[src/rtl/vx_exec_packet_arbiter.sv]
// Execute-port arbiter: shares one FU port among NUM_REQS dispatch blocks.
// Round-robin at instruction granularity. A granted sop locks the port to that
// requester until its eop fires. A credit counter bounds instructions in flight.
module vx_exec_packet_arbiter #(
   parameter int unsigned NUM_REQS    = 4,
   parameter int unsigned DATAW       = 64,
   parameter int unsigned MAX_CREDITS = 4,
   parameter int unsigned SEL_W       = (NUM_REQS > 1) ? $clog2(NUM_REQS) : 1,
   parameter int unsigned CRD_W       = $clog2(MAX_CREDITS + 1)
) (
   input  logic                      clk,
   input  logic                      reset,
   input  logic [NUM_REQS-1:0]       req_valid,
   input  logic [NUM_REQS*DATAW-1:0] req_data,
   input  logic [NUM_REQS-1:0]       req_sop,
   input  logic [NUM_REQS-1:0]       req_eop,
   output logic [NUM_REQS-1:0]       req_ready,
   output logic                      out_valid,
   output logic [DATAW-1:0]          out_data,
   output logic                      out_sop,
   output logic                      out_eop,
   output logic [SEL_W-1:0]          out_sel,
   input  logic                      out_ready,
   input  logic                      credit_return,
   output logic [CRD_W-1:0]          credits_avail
);

   typedef enum logic {StIdle, StLocked} state_e;

   state_e           state_q, state_d;
   logic [SEL_W-1:0] lock_idx_q, lock_idx_d;
   logic [SEL_W-1:0] rr_ptr_q, rr_ptr_d;
   logic [CRD_W-1:0] credits_q, credits_d;

   logic [NUM_REQS-1:0] eligible;
   logic                any_elig;
   logic [SEL_W-1:0]    winner;
   logic [SEL_W-1:0]    sel;
   logic                sel_valid;
   logic                sel_sop;
   logic                sel_eop;
   logic [DATAW-1:0]    sel_data;
   logic                fire;
   logic                cred_take;
   logic                cred_zero;
   logic                cred_full;

   assign eligible  = req_valid & req_sop;
   assign cred_zero = (credits_q == '0);
   assign cred_full = (credits_q == CRD_W'(MAX_CREDITS));

   // Round-robin winner: eligible index with the smallest distance from rr_ptr.
   always_comb begin
      int unsigned best_off;
      int unsigned off;
      winner   = '0;
      any_elig = 1'b0;
      best_off = NUM_REQS;
      off      = 0;
      for (int unsigned j = 0; j < NUM_REQS; j++) begin
         off = (j + NUM_REQS - 32'(rr_ptr_q)) % NUM_REQS;
         if (eligible[j] && (off < best_off)) begin
            best_off = off;
            winner   = SEL_W'(j);
            any_elig = 1'b1;
         end
      end
   end

   // Source mux: the lock owner while locked, otherwise the round-robin winner.
   always_comb begin
      sel       = (state_q == StLocked) ? lock_idx_q : winner;
      sel_valid = 1'b0;
      sel_sop   = 1'b0;
      sel_eop   = 1'b0;
      sel_data  = '0;
      for (int unsigned j = 0; j < NUM_REQS; j++) begin
         if (SEL_W'(j) == sel) begin
            sel_valid = req_valid[j];
            sel_sop   = req_sop[j];
            sel_eop   = req_eop[j];
            sel_data  = req_data[j*DATAW +: DATAW];
         end
      end
   end

   // Output decode; credit gate applies only when starting a new instruction.
   always_comb begin
      out_sel       = sel;
      out_data      = sel_data;
      out_sop       = sel_sop;
      out_eop       = sel_eop;
      credits_avail = credits_q;
      req_ready     = '0;
      if (state_q == StLocked) begin
         out_valid = sel_valid;
      end else begin
         out_valid = any_elig && !cred_zero;
      end
      for (int unsigned j = 0; j < NUM_REQS; j++) begin
         if ((SEL_W'(j) == sel) && ((state_q == StLocked) || out_valid)) begin
            req_ready[j] = out_ready;
         end
      end
   end

   assign fire      = out_valid && out_ready;
   // Guard against underflow should a protocol-violating sop fire while locked.
   assign cred_take = fire && out_sop && !cred_zero;

   // Next-state: lock tracking, round-robin pointer advance and credit count.
   always_comb begin
      state_d    = state_q;
      lock_idx_d = lock_idx_q;
      rr_ptr_d   = rr_ptr_q;
      credits_d  = credits_q;
      if (fire) begin
         unique case (state_q)
            StIdle: begin
               if (!out_eop) begin
                  state_d    = StLocked;
                  lock_idx_d = winner;
               end
            end
            StLocked: begin
               if (out_eop) begin
                  state_d = StIdle;
               end
            end
            default: state_d = StIdle;
         endcase
         if (out_eop) begin
            rr_ptr_d = (out_sel == SEL_W'(NUM_REQS - 1)) ? '0 : out_sel + SEL_W'(1);
         end
      end
      unique case ({cred_take, credit_return})
         2'b10:   credits_d = credits_q - CRD_W'(1);
         2'b01:   credits_d = cred_full ? credits_q : credits_q + CRD_W'(1);
         default: credits_d = credits_q;
      endcase
   end

   // State register with synchronous active-high reset.
   always_ff @(posedge clk) begin
      if (reset) begin
         state_q    <= StIdle;
         lock_idx_q <= '0;
         rr_ptr_q   <= '0;
         credits_q  <= CRD_W'(MAX_CREDITS);
      end else begin
         state_q    <= state_d;
         lock_idx_q <= lock_idx_d;
         rr_ptr_q   <= rr_ptr_d;
         credits_q  <= credits_d;
      end
   end

   // Protocol checks.
   a_credit_overflow: assert property (@(posedge clk) disable iff (reset)
      !(credit_return && !cred_take && cred_full))
      else $error("credit_return with all credits already available");

   a_idle_non_sop: assert property (@(posedge clk) disable iff (reset)
      (state_q == StIdle) |-> ((req_valid & ~req_sop) == '0))
      else $error("non-sop beat presented while no instruction is in progress");

   a_locked_sop: assert property (@(posedge clk) disable iff (reset)
      (state_q == StLocked) |-> !(sel_valid && sel_sop))
      else $error("sop beat from lock owner before its eop");

   a_valid_stable: assert property (@(posedge clk) disable iff (reset)
      (out_valid && !out_ready) |=> out_valid)
      else $error("out_valid dropped under backpressure");

endmodule

[config.mk]
export PLATFORM = sky130hd
export DESIGN_NAME = vx_exec_packet_arbiter
export DESIGN_NICKNAME = d
export VERILOG_FILES = /design/src/rtl/vx_exec_packet_arbiter.sv
export SDC_FILE = /design/constraint.sdc
export NUM_CORES = 1
export LEC_CHECK = 0
export BUFFER_PORTS_ARGS = -buffer_cell sky130_fd_sc_hd__buf_2
export CELL_PAD_IN_SITES_DETAIL_PLACEMENT = 1
export CELL_PAD_IN_SITES_GLOBAL_PLACEMENT = 1
export CORE_AREA = 2 2 134 136
export CTS_BUF_LIST = sky130_fd_sc_hd__clkbuf_8
export DETAILED_ROUTE_END_ITERATION = 16
export DIE_AREA = 0 0 136 138
export HOLD_SLACK_MARGIN = 0.15
export PLACE_DENSITY = 0.88
export SETUP_SLACK_MARGIN = 0.2
export SLEW_MARGIN = 20
export SYNTH_ARGS = -nofsm -noshare
export SYNTH_HDL_FRONTEND = slang
export SYNTH_SLANG_ARGS = --single-unit
[constraint.sdc]
create_clock -name clk -period 10.7 [get_ports clk]
set_input_delay 3.21 -clock clk [delete_from_list [all_inputs] [get_ports clk]]
set_output_delay 3.21 -clock clk [all_outputs]
set_load 0.02 [all_outputs]
==> reports/metrics.yaml, run 1 <==
whs_ns: 0.537
cts_inserted_buffers: 3
synth_mux_area_frac: 0.0169
grt_pass1_wl_um: 26700
synth_ff_type: "dfxtp_1"
num_antenna_cells: 0
drv_slew: 0
maxCapViolCount: 0
finalSetupViolCount: 0
hold_violations: 0
tightest_slew_ns: 0.691
period_needed_ns: 10.39
rr_worst_depth: 27
crit_family: "compound AO/OA/AOI/OAI gates"
synth_top_area_share: 0.219
gr-total-overflow: 0
layout-drive-gt1-share: 0.453
yosysMostFrequentCell: "nand2_1"
route.met2.wl_um: 9300
vdd_drop_max_mv: 0.0671
wl_met1_um: 7520
rows: 49
cts_tree: "built"
first_global_vias: 5578
clockBufferDepth: 2
cp_slowest_cell: "a311oi_2"
synth_xor_area_frac: 0.00288
viasPerCell: 4.70
core_area_mm2: 0.0175
nNetsFinal: 1246
slew_headroom: 0.539
ys_warn_count: 0
hold_depth: 2
finalCritPeriodShare: 0.971
hpwl_um: 13800
critical_path_depth: 20
power_density_mw_per_mm2: 159
path_class: "input pin to output pin"
grt_max_degree: 55
fin_worst_skew_ns: 0.00578
yosys-top-cells-area: "a21oi_1 (22%), nand2_1 (17%), nor2_1 (17%), o21ai_0 (12%), clkbuf_1 (6.1%)"
clk_pin_slew_ns: 0.05
power.leakage_nw: 2.97
wl_met3_um: 1230
cp_num_buf_inv: 4
synthesis.instances: 616
start_util: 0.173
crit_chain: "buf_4 > and2_4 > a32oi_2 > ha_2 > a2bb2o_4 > o211ai_1 > nand2_1 > o21ai_1 > ha_1 > o21ai_2 > a41o_1 > a22o_1 > mux2_4 > buf_4 > ha_4 > buf_4 > nand3b_1 > a311oi_2 > a21o_1 > buf_2"
area_growth_pct: 87.4
root_buffer: "clkbuf_8"
clk_latency_ns: 0.23
remaining_drc_errors: 0
die_y_um: 138
fill_cells: 2417
synth_compound_area_frac: 0.413
timing.fmax_mhz: 96.3
p_total_mw: 0.906
worstPathMaxFanout: 6
io_pins: 348
synth.largest_area_cell: "a21oi_1"
syn_nets: 895
ys_seq_area_frac: 0.0527
ys_types: 46
async_flop_share: 0
drtPass1Iterations: 4
dieArea_mm2: 0.0188
synth_common_cells: "nand2_1 (139), nor2_1 (137), a21oi_1 (133)"
place_congestion: 0.878
postRouteAntennaNets: 0
synth_edf_count: 0
synthSimpleGateAreaFrac: 0.404
ys_ff_latch: 8
stdcell_count: 1194
required_ns: 7.49
wl_per_cell_um: 15.4
dp.cells: 1158
path_common_cell: "buf_4"
syn_area_per_cell_um2: 4.93
worstSetupEndpointType: "output pin"
die_w_um: 136
outcome: "completed"
top_layer: "met4"
synth_top_family_by_area: "compound AO/OA/AOI/OAI gates"
arrival_ns: 7.18
grt_setup_unrepaired: "yes"
io_buffer_count: 347
hold_class: "flop to flop"
cts_sinks: 8
synth_area_mm2: 0.00304
drt_iter0_drc: 154
grt_usage: 0.173
antenna_found_initial: 0
wl_um: 18400
vias: 5607
synthAdderAreaFrac: 0.0313
final_util: 0.325
htree_levels: 1
cp_slowest_stage_delay_ns: 0.41
hold_buffers: 0
setup-tns-final_ns: 0
worst_setup_path_start_kind: "input pin"
==> cell type report <==
cell class / instances / area (µm²) / area share
clock buffer: 3 / 41.3 / 0.00726
inverter: 8 / 32.5 / 0.00572
multi-input combinational: 545 / 2760 / 0.485
sequential: 8 / 160 / 0.0281
tap: 229 / 287 / 0.0504
timing repair buffer: 401 / 2410 / 0.424
==> cells by family (layout without fill, tap and decap cells) <==
family | after synthesis | in the layout
AO/OA/AOI/OAI | 226 | 226
adder cells (fa/ha/maj) | 7 | 7
flip-flops | 8 | 8
multiplexers | 5 | 5
buffers and inverters | 63 | 412
AND/OR/NAND/NOR | 306 | 306
XOR/XNOR | 1 | 1
==> through the flow <==
step / setup slack, ns / instance area [µm²]
after floorplan: 0.292 / 3040
after global placement: 0.266 / 5120
after detailed placement: 0.0309 / 5120
after CTS: 0.196 / 5330
after global routing: 0.0461 / 5690
final: 0.314 / 5690
==> what timing repair did <==
item / in CTS / in global routing
gates cloned: 1 / 2
buffers inserted: 12 / 18
setup endpoints to repair: 33 / 68
resized for setup: 6 / 65
pin swaps: 3 / 19
==> cells in the final DEF, fill, tap and decap left out, types with 2 or more instances in the layout <==
master and n:
buf_2 335, nand2_1 137, nor2_1 132, a21oi_1 131, buf_4 46, o21ai_0 42, o21ai_1 26, buf_12 13
dfxtp_1 8, inv_1 7, nor2_2 5, nor3_1 5, nand3b_1 4, nor2b_1 4, and2_1 4, o21ai_2 4
ha_4 4, a21oi_2 3, nand3_1 3, mux2i_1 3, nand2b_1 3, clkbuf_8 3, a21o_1 2, a221oi_2 2
clkbuf_16 2, buf_6 2, buf_8 2
==> state kept, by name, indices dropped and copies added, names as in the netlist <==
name and cells:
credits_avail 3, rr_ptr_q 2, lock_idx_q 2, state_q 1
==> tightest hold or removal path, stage by stage, from the launching register on <==
cell	delay, ns
dfxtp_1	0.33
mux2i_1	0.07
nor2_1	0.09
==> metal layers <==
metal / global-route usage / vias up
met2: 0.329 / 229
met3: 0.0290 / 33
met5: 0 / -
met1: 0.201 / 2566
met4: 0.0307 / 0
li1: - / 2779
==> where the power goes <==
group	switching, mW	internal [mW]
Sequential	0.00971	0.0345
Combinational	0.479	0.345
Clock	0.0132	0.0245
==> worst paths after layout <==
| path | from | end | slack (ns) |
|---|---|---|---|
| worst min register to register | lock_idx_q[0] | lock_idx_q[0] | 0.54 |
| worst min-delay path | lock_idx_q[0] | lock_idx_q[0] | 0.54 |
| worst max register to register | rr_ptr_q[0] | credits_avail[1] | 5.01 |
| worst max-delay path | req_valid[0] | out_eop | 0.31 |
Note: power is estimated with default switching activity, not from simulation.
==> run 2: changes to the inputs <==
--- a/config.mk
+++ b/config.mk
@@ -8,12 +8,12 @@
 export BUFFER_PORTS_ARGS = -buffer_cell sky130_fd_sc_hd__buf_2
 export CELL_PAD_IN_SITES_DETAIL_PLACEMENT = 1
 export CELL_PAD_IN_SITES_GLOBAL_PLACEMENT = 1
-export CORE_AREA = 2 2 134 136
+export CORE_ASPECT_RATIO = 0.6
+export CORE_UTILIZATION = 20
 export CTS_BUF_LIST = sky130_fd_sc_hd__clkbuf_8
 export DETAILED_ROUTE_END_ITERATION = 16
-export DIE_AREA = 0 0 136 138
 export HOLD_SLACK_MARGIN = 0.15
-export PLACE_DENSITY = 0.88
+export PLACE_DENSITY = 0.95
 export SETUP_SLACK_MARGIN = 0.2
 export SLEW_MARGIN = 20
 export SYNTH_ARGS = -nofsm -noshare
==> reports/metrics.yaml, run 2 (synthesis gave the netlist of run 1 again) <==
dp.cells: 1121
area_growth_pct: 83.0
die_w_um: 161
min_from: "lock_idx_q[0]"
drtPass1Iterations: 5
io_pins: 348
timing.fmax_mhz: 96.1
drt_iter0_drc: 205
antenna_found_initial: 4
path_class: "input pin to output pin"
clk_latency_ns: 0.24
fin_worst_skew_ns: 0.00475
p_total_mw: 0.889
nNetsFinal: 1235
setup-tns-final_ns: 0
period_needed_ns: 10.41
wl_um: 19200
outcome: "completed"
required_ns: 7.49
final_cell_mix: "buf_2 (342), nand2_1 (138), a21oi_1 (133), nor2_1 (131), o21ai_0 (55)"
wl_per_cell_um: 16.6
remaining_drc_errors: 0
drv_slew: 0
layout_commonest_cell: "buf_2"
worstSetupEndpointType: "output pin"
r2r_end: "credits_avail[1]"
largest_reg_flops: 3
clockBufferDepth: 2
tightest_slew_ns: 0.787
die_y_um: 97.4
root_buffer: "clkbuf_8"
dpl_cell_area_mm2: 0.00507
grt_usage: 0.213
finalCritPeriodShare: 0.972
core_area_mm2: 0.0146
grt_setup_unrepaired: "yes"
io_buffer_count: 347
arrival_ns: 7.20
power.leakage_nw: 2.91
gr-total-overflow: 0
cts_sinks: 8
hpwl_um: 14100
layout-drive-gt1-share: 0.439
place_congestion: 0.938
viasPerCell: 4.85
power_density_mw_per_mm2: 160
worstPathMaxFanout: 5
vdd_drop_max_mv: 0.0609
grt_pass1_wl_um: 27000
hold_class: "flop to flop"
htree_levels: 1
worst_setup_path_start_kind: "input pin"
hold_buffers: 0
stdcell_count: 1156
whs_ns: 0.554
postRouteAntennaNets: 0
cts_tree: "built"
r2r_slack_ns: 5.22
rr_worst_depth: 23
finalSetupViolCount: 0
rows: 34
clk_pin_slew_ns: 0.05
hold_depth: 2
maxCapViolCount: 0
slew_headroom: 0.475
stdcell_area_mm2: 0.00556
first_global_vias: 5363
cts_inserted_buffers: 3
hold_violations: 0
vias: 5606
dieArea_mm2: 0.0157
grt_max_degree: 73
start_util: 0.208
worstReg2RegStart: "rr_ptr_q[0]"
hold_path_end: "lock_idx_q[0]"
[run 2: worst max-delay path: stages]
cell and delay (ns):
clkbuf_4 0.16, nand2_4 0.07, nand3_1 0.07, o21ai_0 0.09, a32oi_1 0.25, ha_2 0.35, a2bb2o_4 0.23, o211ai_1 0.14
nand2_1 0.11, o21ai_1 0.07, ha_1 0.28, o21ai_1 0.09, a41o_1 0.22, a22o_1 0.27, mux2_4 0.32, inv_4 0.08
ha_4 0.15, buf_12 0.13, buf_6 0.14, nand2_1 0.06, nor2_1 0.11, a21oi_1 0.06, nor2_1 0.10, a21oi_1 0.05
o21ai_0 0.19, buf_2 0.20
[run 2: area by class of cell]
| class | count | area (µm²) |
|---|---|---|
| repair buffers | 390 | 2330 |
| inverters | 8 | 32.5 |
| fillers | 2058 | 9080 |
| well taps | 198 | 248 |
| flip-flops and latches | 8 | 160 |
| diodes | 4 | 10.0 |
| multi-input cells | 545 | 2740 |
| clock buffers | 3 | 41.3 |
[run 2: stage by stage]
stage,setup slack (ns),util
6_report,0.294,0.380
5_1_grt,0.111,0.380
4_1_cts,0.237,0.358
3_5_place_dp,0.0327,0.347
3_3_place_gp,0.289,0.347
2_1_floorplan,0.292,-
[run 2: worst max-delay path by stage]
stage | start | endpoint | slack, ns | depth (start not counted)
3_5_place_dp | req_sop[0] | out_data[28] | 0.03 | 24
6_report | req_valid[0] | out_data[44] | 0.29 | 26
4_1_cts | req_valid[0] | out_data[55] | 0.24 | 24
5_1_grt | req_sop[0] | out_data[56] | 0.11 | 26
2_1_floorplan | req_valid[0] | out_data[45] | 0.29 | 23
3_3_place_gp | req_valid[0] | out_valid | 0.29 | 21
[run 2: timing repair]
item	CTS	global route
setup buffers	7	15
pin swaps	5	11
gates resized for setup	9	34
gates cloned	1	5
setup endpoints to repair	62	68
[run 2: power breakdown]
| part | switching (mW) | internal, mW |
|---|---|---|
| clock | 0.0152 | 0.0247 |
| combinational | 0.478 | 0.327 |
| sequential | 0.0100 | 0.0345 |
| total | 0.503 | 0.386 |
[run 2: per-layer routing]
layer  part of all wire  wire (µm)  vias to the layer above  track usage
li1                   -          -                     2777            -
met1               0.42       8100                     2563        0.257
met2               0.50       9650                      231        0.395
met3              0.055       1050                       35       0.0269
met4              0.019        366                        0       0.0588
met5                  0          0                        -            0
==> run 3: changes to the inputs <==
--- a/config.mk
+++ b/config.mk
@@ -5,15 +5,16 @@
 export SDC_FILE = /design/constraint.sdc
 export NUM_CORES = 1
 export LEC_CHECK = 0
+export ABC_AREA = 1
 export BUFFER_PORTS_ARGS = -buffer_cell sky130_fd_sc_hd__buf_2
 export CELL_PAD_IN_SITES_DETAIL_PLACEMENT = 1
 export CELL_PAD_IN_SITES_GLOBAL_PLACEMENT = 1
-export CORE_ASPECT_RATIO = 0.6
-export CORE_UTILIZATION = 20
+export CORE_AREA = 2 2 137 139
 export CTS_BUF_LIST = sky130_fd_sc_hd__clkbuf_8
 export DETAILED_ROUTE_END_ITERATION = 16
+export DIE_AREA = 0 0 139 141
 export HOLD_SLACK_MARGIN = 0.15
-export PLACE_DENSITY = 0.95
+export PLACE_DENSITY = 0.79
 export SETUP_SLACK_MARGIN = 0.2
 export SLEW_MARGIN = 20
 export SYNTH_ARGS = -nofsm -noshare
==> reports/metrics.yaml, run 3 <==
power.leakage_nw: 2.34
grt_pass1_wl_um: 26200
setup-tns-final_ns: 0
worstPathMaxFanout: 53
die_y_um: 141
syn_nets: 718
worstSetupEndpointType: "output pin"
io_buffer_count: 347
layout_commonest_cell: "buf_2"
largest_reg_flops: 3
crit_family: "compound AO/OA/AOI/OAI gates"
hold_class: "flop to flop"
synth_edf_count: 0
ys_ff_latch: 8
root_buffer: "clkbuf_8"
dieArea_mm2: 0.0196
yosys-top-cells-area: "a221oi_1 (22%), o31ai_1 (19%), nand2_1 (16%), nor2_1 (11%), dfxtp_1 (6.4%)"
nNetsFinal: 1038
period_needed_ns: 10.14
stdcell_count: 998
ys_warn_count: 0
path_common_cell: "nand2_1"
dp.cells: 988
path_class: "input pin to output pin"
synth.largest_area_cell: "a221oi_1"
synthesis.instances: 439
remaining_drc_errors: 0
final_util: 0.253
grt_setup_unrepaired: "no"
hold_violations: 0
layout-drive-gt1-share: 0.506
postRouteAntennaNets: 0
cp_num_buf_inv: 6
place_congestion: 0.976
yosysMostFrequentCell: "nand2_1"
tightest_slew_ns: 0.467
post-cts-setup-buffers: 0
cts_tree: "built"
fin_worst_skew_ns: 0.00472
synth_common_cells: "nand2_1 (105), nor2_1 (75), a221oi_1 (64), o31ai_1 (64), clkbuf_1 (25)"
grt_usage: 0.165
die_w_um: 139
viasPerCell: 4.71
vias: 4699
arrival_ns: 6.93
clockBufferDepth: 2
syn_area_per_cell_um2: 5.74
p_total_mw: 0.892
io_pins: 348
finalSetupViolCount: 0
regArea_um2: 160
htree_levels: 1
drt_iter0_drc: 158
cts_inserted_buffers: 3
synth_ff_type: "dfxtp_1"
power_density_mw_per_mm2: 193
start_util: 0.138
drv_slew: 0
outcome: "completed"
dpl_cell_area_mm2: 0.00455
antenna_found_initial: 8
clk_pin_slew_ns: 0.04
finalCritPeriodShare: 0.947
fill_cells: 2425
first_global_vias: 4660
final_cell_mix: "buf_2 (347), nand2_1 (105), nor2_1 (75), a221oi_1 (64), o31ai_1 (64)"
core_area_mm2: 0.0183
drtPass1Iterations: 5
rows: 50
ys_types: 29
worst_setup_path_start_kind: "input pin"
place_ws_ns: 0.416
timing.fmax_mhz: 98.6
multi_input_area_mm2: 0.00211
clk_latency_ns: 0.23
cts_sinks: 8
async_flop_share: 0
ys_seq_area_frac: 0.0636
required_ns: 7.49
cp_slowest_cell: "o31ai_1"
wl_um: 17400
hpwl_um: 14300
grt_max_degree: 66
vdd_drop_max_mv: 0.0665
stdcell_area_mm2: 0.00461
area_growth_pct: 83.2
maxCapViolCount: 0
cp_slowest_stage_delay_ns: 0.31
whs_ns: 0.534
synth_area_mm2: 0.00252
wl_per_cell_um: 17.5
setup_slack_ns: 0.562
slew_headroom: 0.689
synth_top_area_share: 0.223
gr-total-overflow: 0
[run 3: final cells by class]
type                            count  area share
Clock buffer                        3     0.00895
Inverter                           29      0.0236
Tap cell                          234      0.0634
Timing Repair Buffer              357       0.409
Antenna cell                        7     0.00380
Sequential cell                     8      0.0347
Multi-Input combinational cell    360       0.457
[run 3: worst reg2reg max path, delay by kind of cell (launching register included)]
kind	cells	cell delay [ns]
AND/OR/NAND/NOR	19	1.52
flip-flops	1	0.39
adder cells (fa/ha/maj)	4	1.19
AO/OA/AOI/OAI	6	0.77
buffers and inverters	5	0.80
[run 3: path summary, 6_finish.rpt]
path	startpoint	to	slack, ns	cells past startpoint
min reg2reg	credits_avail[2]	credits_avail[2]	0.53	2
max	req_sop[0]	out_data[23]	0.56	29
max reg2reg	rr_ptr_q[0]	credits_avail[1]	5.91	34
min	credits_avail[2]	credits_avail[2]	0.53	2
[run 3: cells by family (layout without fill, tap and decap cells)]
| family | after synthesis | in the layout | share of synthesized area |
|---|---|---|---|
| compound gates | 154 | 154 | 0.472 |
| fa+ha+maj | 7 | 7 | 0.0378 |
| buf+inv | 71 | 389 | 0.110 |
| flops | 8 | 8 | 0.0636 |
| other cells | 0 | 7 | 0 |
| simple gates | 199 | 199 | 0.316 |
[run 3: power breakdown]
part / switching (mW) / internal [mW]
sequential: 0.0105 / 0.0390
combinational: 0.518 / 0.288
clock: 0.0118 / 0.0244
total: 0.540 / 0.352
[run 3: timing repair]
action,CTS,global route
hold buffers,0,0
resized for setup,0,2
endpoints found under the setup margin,0,54
[run 3: layer usage]
layer	GRT usage	vias to the layer above	wire (µm)
li1	-	2259	-
met1	0.204	2217	7060
met2	0.289	199	8560
met3	0.0431	22	1510
met4	0.0372	2	301
met5	0	-	13
